File: src/rtl/rr_priority_arbiter.sv
// Registered arbiter for WIDTH level requesters, fixed-priority (MODE 0) or
// round-robin (MODE 1), presenting a held valid/ready grant.
module rr_priority_arbiter #(
  parameter  int WIDTH = 8,
  parameter  int MODE  = 1,
  localparam int ID_W  = $clog2(WIDTH)
) (
  input  logic             clk,
  input  logic             rst,
  input  logic [WIDTH-1:0] req,
  input  logic             gnt_ready,
  output logic             gnt_valid,
  output logic [ID_W-1:0]  gnt_id,
  output logic [WIDTH-1:0] gnt_onehot
);

  typedef enum logic {S_IDLE, S_GRANT} state_t;

  state_t           r_state, w_state_nxt;
  logic [ID_W-1:0]  r_id, w_id_nxt;
  logic [WIDTH-1:0] r_onehot, w_onehot_nxt;
  logic [ID_W-1:0]  r_ptr, w_ptr_nxt;
  logic [ID_W-1:0]  w_win;
  logic             w_found;

  // Winner search; round-robin scans upward from the pointer with explicit wrap.
  always_comb begin
    w_win   = '0;
    w_found = 1'b0;
    if (MODE == 0) begin
      for (int unsigned i = 0; i < WIDTH; i++) begin
        if (!w_found && req[i]) begin
          w_win   = ID_W'(i);
          w_found = 1'b1;
        end
      end
    end else begin
      for (int unsigned k = 0; k < WIDTH; k++) begin : g_scan
        int unsigned idx;
        idx = int'(r_ptr) + k;
        if (idx >= WIDTH) idx = idx - WIDTH;
        if (!w_found && req[idx]) begin
          w_win   = ID_W'(idx);
          w_found = 1'b1;
        end
      end
    end
  end

  always_comb begin
    w_state_nxt  = r_state;
    w_id_nxt     = r_id;
    w_onehot_nxt = r_onehot;
    w_ptr_nxt    = r_ptr;
    case (r_state)
      S_IDLE: begin
        if (w_found) begin
          w_state_nxt  = S_GRANT;
          w_id_nxt     = w_win;
          w_onehot_nxt = WIDTH'(1) << w_win;
        end
      end
      S_GRANT: begin
        if (gnt_ready) begin
          w_state_nxt  = S_IDLE;
          w_onehot_nxt = '0;
          if (MODE == 1) begin
            w_ptr_nxt = (r_id == ID_W'(WIDTH - 1)) ? '0 : r_id + ID_W'(1);
          end
        end
      end
      default: w_state_nxt = S_IDLE;
    endcase
  end

  always_ff @(posedge clk) begin
    if (rst) begin
      r_state  <= S_IDLE;
      r_id     <= '0;
      r_onehot <= '0;
      r_ptr    <= '0;
    end else begin
      r_state  <= w_state_nxt;
      r_id     <= w_id_nxt;
      r_onehot <= w_onehot_nxt;
      r_ptr    <= w_ptr_nxt;
    end
  end

  assign gnt_valid  = (r_state == S_GRANT);
  assign gnt_id     = r_id;
  assign gnt_onehot = r_onehot;

endmodule
File: config.mk
export PLATFORM = sky130hd
export DESIGN_NAME = rr_priority_arbiter
export DESIGN_NICKNAME = d
export VERILOG_FILES = /design/src/rtl/rr_priority_arbiter.sv
export SDC_FILE = /design/constraint.sdc
export NUM_CORES = 1
export LEC_CHECK = 0
export ABC_CLOCK_PERIOD_IN_PS = 3000
export CORE_MARGIN = 1.5
export CORE_UTILIZATION = 30
export CTS_CLUSTER_DIAMETER = 30
export DETAILED_ROUTE_END_ITERATION = 10
export GPL_ROUTABILITY_DRIVEN = 0
export SYNTH_ARGS = -nofsm -noshare
export SYNTH_HDL_FRONTEND = slang
export SYNTH_SLANG_ARGS = --single-unit
File: constraint.sdc
create_clock -name clk -period 3 [get_ports clk]
set_input_delay 0.75 -clock clk [delete_from_list [all_inputs] [get_ports clk]]
set_output_delay 0.75 -clock clk [all_outputs]
set_load 0.02 [all_outputs]
==> qor.yml <==
drt:
  wirelength_um: 4690
  wl_per_cell_um: 15.2
  drc_errors: 0
  via_per_inst: 5.55
  first_iter_violations: 107
  vias: 1710
  first_pass_iters: 4
  drtAntennaViolNets: 0
place:
  place_hpwl_um: 3560
  io_buffers: 22
  placed_cells: 302
floorplan:
  fp.dieW_um: 78.3
  ios: 23
  core-area_um2: 5470
  placementRows: 27
  die_area_um2: 6130
  fp.dieH_um: 78.3
  initial_core_util: 0.311
power:
  ir_drop_mv: 0.313
  power.share.clock: 0.182
  p_total_uw: 896
  switchingPower_uw: 339
  p_leak_nw: 0.881
  swShare: 0.378
  p_seq_frac: 0.255
  p_comb_frac: 0.563
  intPower_uw: 557
  power.density_nw_per_um2: 373
cts:
  clockBufferDepth: 2
  cts_buffers: 3
  clkTransAtPathRegs_ns: 0.06
  root_buffer: "clkbuf_8"
  cts_tree: "built"
  cts_sinks: 15
  htreeDepth: 1
  insertion_delay_ns: 0.25
sta:
  tns_ns: 0
  worst_pin_slew_ns: 0.473
  drv_slew: 0
  hold_viol: 0
  skew_ns: 0.00265
  fin_crit_sh: 0.986
  setup_viol: 0
  period_needed_ns: 2.96
  relSlewSlack: 0.684
  fmax_mhz: 338
grt:
  grt_max_degree: 27
  antenna_found_initial: 0
  grt_usage: 0.154
  grt_pass1_vias: 1519
  overflow: 0
  grt_first_pass_wirelength_um: 7530
synthesis:
  yosys-top-cells-area: "dfxtp_1 18%, mux4_2 9.3%, mux2i_1 7.6%, mux4_1 6.2%, mux2_2 5.3%"
  synth_edf_count: 0
  ys_warn_count: 0
  netlist.area_leader.share: 0.176
  synth_ff_type: "dfxtp_1"
  syn_inst: 183
  ys_types: 50
  synth_top_area_cell: "dfxtp_1"
  seq_area_frac_synth: 0.176
  synthesis.area_um2: 1700
  synth_nets: 198
  ys_ff_latch: 15
  ys_async_sr_fraction: 0
  syn-mean-instance-area_um2: 9.30
layout:
  fillers: 552
  n_antenna_cell: 0
  nets: 252
  syn_to_final_growth_pct: 41.3
  fin_cells: 308
  drive_gt1_frac: 0.364
  fin_util: 0.439
setup_path:
  cp-end-kind: "register"
  cp_slowest_cell: "mux4_2"
  start_kind: "input port"
  crit_arrival_ns: 3.08
  crit_chain: "dlygate4sd2_1 > mux4_2 > buf_4 > nor4_4 > buf_4 > nand3_2 > a211oi_2 > buf_4 > a211o_1 > o32ai_2"
  path_class: "in2reg"
  path_common_cell: "buf_4"
  worst_path_largest_cell_delay_ns: 0.49
  path_max_fanout: 8
  path_delay_family: "buffers and inverters"
  cp_num_buf_inv: 4
  worstPathRequired_ns: 3.13
run_status:
  status: "finished clean"
worst_hold_path:
  hp-class: "reg2reg"
job:
  cap_violations: 0
layout make-up:
class	instances	area (µm²)	share of cell area
well taps	72	90.1	0.0375
clock buffers	3	41.3	0.0172
multi-input cells	149	1440	0.600
flip-flops and latches	15	300	0.125
inverters	8	30.0	0.0125
clock inverters	1	5.00	0.00208
repair buffers	60	495	0.206
synth_stat cells, types with 3 or more instances:
cell,instances
o211ai_1,3
mux4_1,4
nor2_1,13
nor3_1,4
buf_2,6
dfxtp_1,15
inv_1,8
mux4_2,7
o21ai_0,3
and2_1,6
mux2_2,8
ha_1,4
nand2b_1,6
a21oi_1,8
a211oi_1,7
nand3_1,6
o32ai_1,4
nand2_1,9
mux2i_1,13
a32o_1,4
a22oi_1,3
nor2b_1,5
metrics by stage:
stage	instance area (µm²)	hold WS [ns]	setup slack, ns
after CTS	2310	0.465	0.0309
after global placement	2250	0.452	-0.339
final	2400	0.461	0.0426
after global routing	2400	0.495	-0.0408
after detailed placement	2250	0.448	-0.394
after floorplan	1740	0.531	0.0303
metal layers:
metal  track usage  vias up  routed length (µm)
met4        0.0518        0                  78
met2         0.239       25                2210
met1         0.219      845                2260
met5             0        -                   0
met3        0.0209        9                 133
li1              -      831                   -
flip-flops by register name, summed over array words and instances, names as in the netlist:
register and flops:
r_ptr 3, gnt_valid 1, gnt_id 3, gnt_onehot 8
cell families (layout without fill, tap and decap cells):
logic type | count (synthesis) | after routing | share of synthesized area
buffers and inverters | 19 | 72 | 0.0559
AND/OR/NAND/NOR | 53 | 53 | 0.159
AO/OA/AOI/OAI | 55 | 55 | 0.267
multiplexers | 33 | 33 | 0.292
adder cells (fa/ha/maj) | 4 | 4 | 0.0294
flip-flops | 15 | 15 | 0.176
XOR/XNOR | 4 | 4 | 0.0206
repair_timing:
| item | 4_1_cts | 5_1_grt |
|---|---|---|
| resized for setup | 13 | 16 |
| setup buffers | 1 | 1 |
| endpoints found under the setup margin | 11 | 11 |
| hold buffers | 0 | 0 |
| pin swaps | 3 | 4 |
| endpoints found under the hold margin | 0 | 0 |
layout by cell type (no fill, tap or decap), drive strengths merged, types with 5 or more instances in the layout:
master / netlist / final
a21oi: 8 / 8
dlygate4sd2: 0 / 6
a32o: 5 / 5
mux2: 8 / 8
clkdlybuf4s50: 0 / 14
nand2b: 6 / 6
o32ai: 5 / 5
mux2i: 14 / 14
and2: 6 / 6
nand2: 9 / 9
mux4: 11 / 11
buf: 10 / 38
nor2b: 5 / 5
nand3: 6 / 6
dfxtp: 15 / 15
inv: 8 / 8
nor2: 13 / 13
a211oi: 8 / 8
tightest hold or removal path, stage by stage (launching register included):
cell and delay (ns):
dfxtp_1 0.31, inv_1 0.05, o32ai_1 0.05
power groups by stage:
stage	Combinational, mW	Clock [mW]	Sequential, mW
2_1_floorplan	0.282	0	0.247
3_3_place_gp	0.457	0	0.233
3_5_place_dp	0.460	0	0.233
4_1_cts	0.468	0.166	0.229
5_1_grt	0.544	0.176	0.230
6_report	0.505	0.163	0.228
worst paths after layout:
check / start / cells past startpoint / slack, ns / endpoint
worst min-delay path: gnt_onehot[5] / 2 / 0.46 / gnt_onehot[5]
worst min register to register: gnt_onehot[5] / 2 / 0.46 / gnt_onehot[5]
worst max-delay path: req[1] / 10 / 0.04 / gnt_onehot[1]
worst max register to register: r_ptr[0] / 10 / 0.15 / gnt_onehot[1]
(Power assumes the default switching activity.)
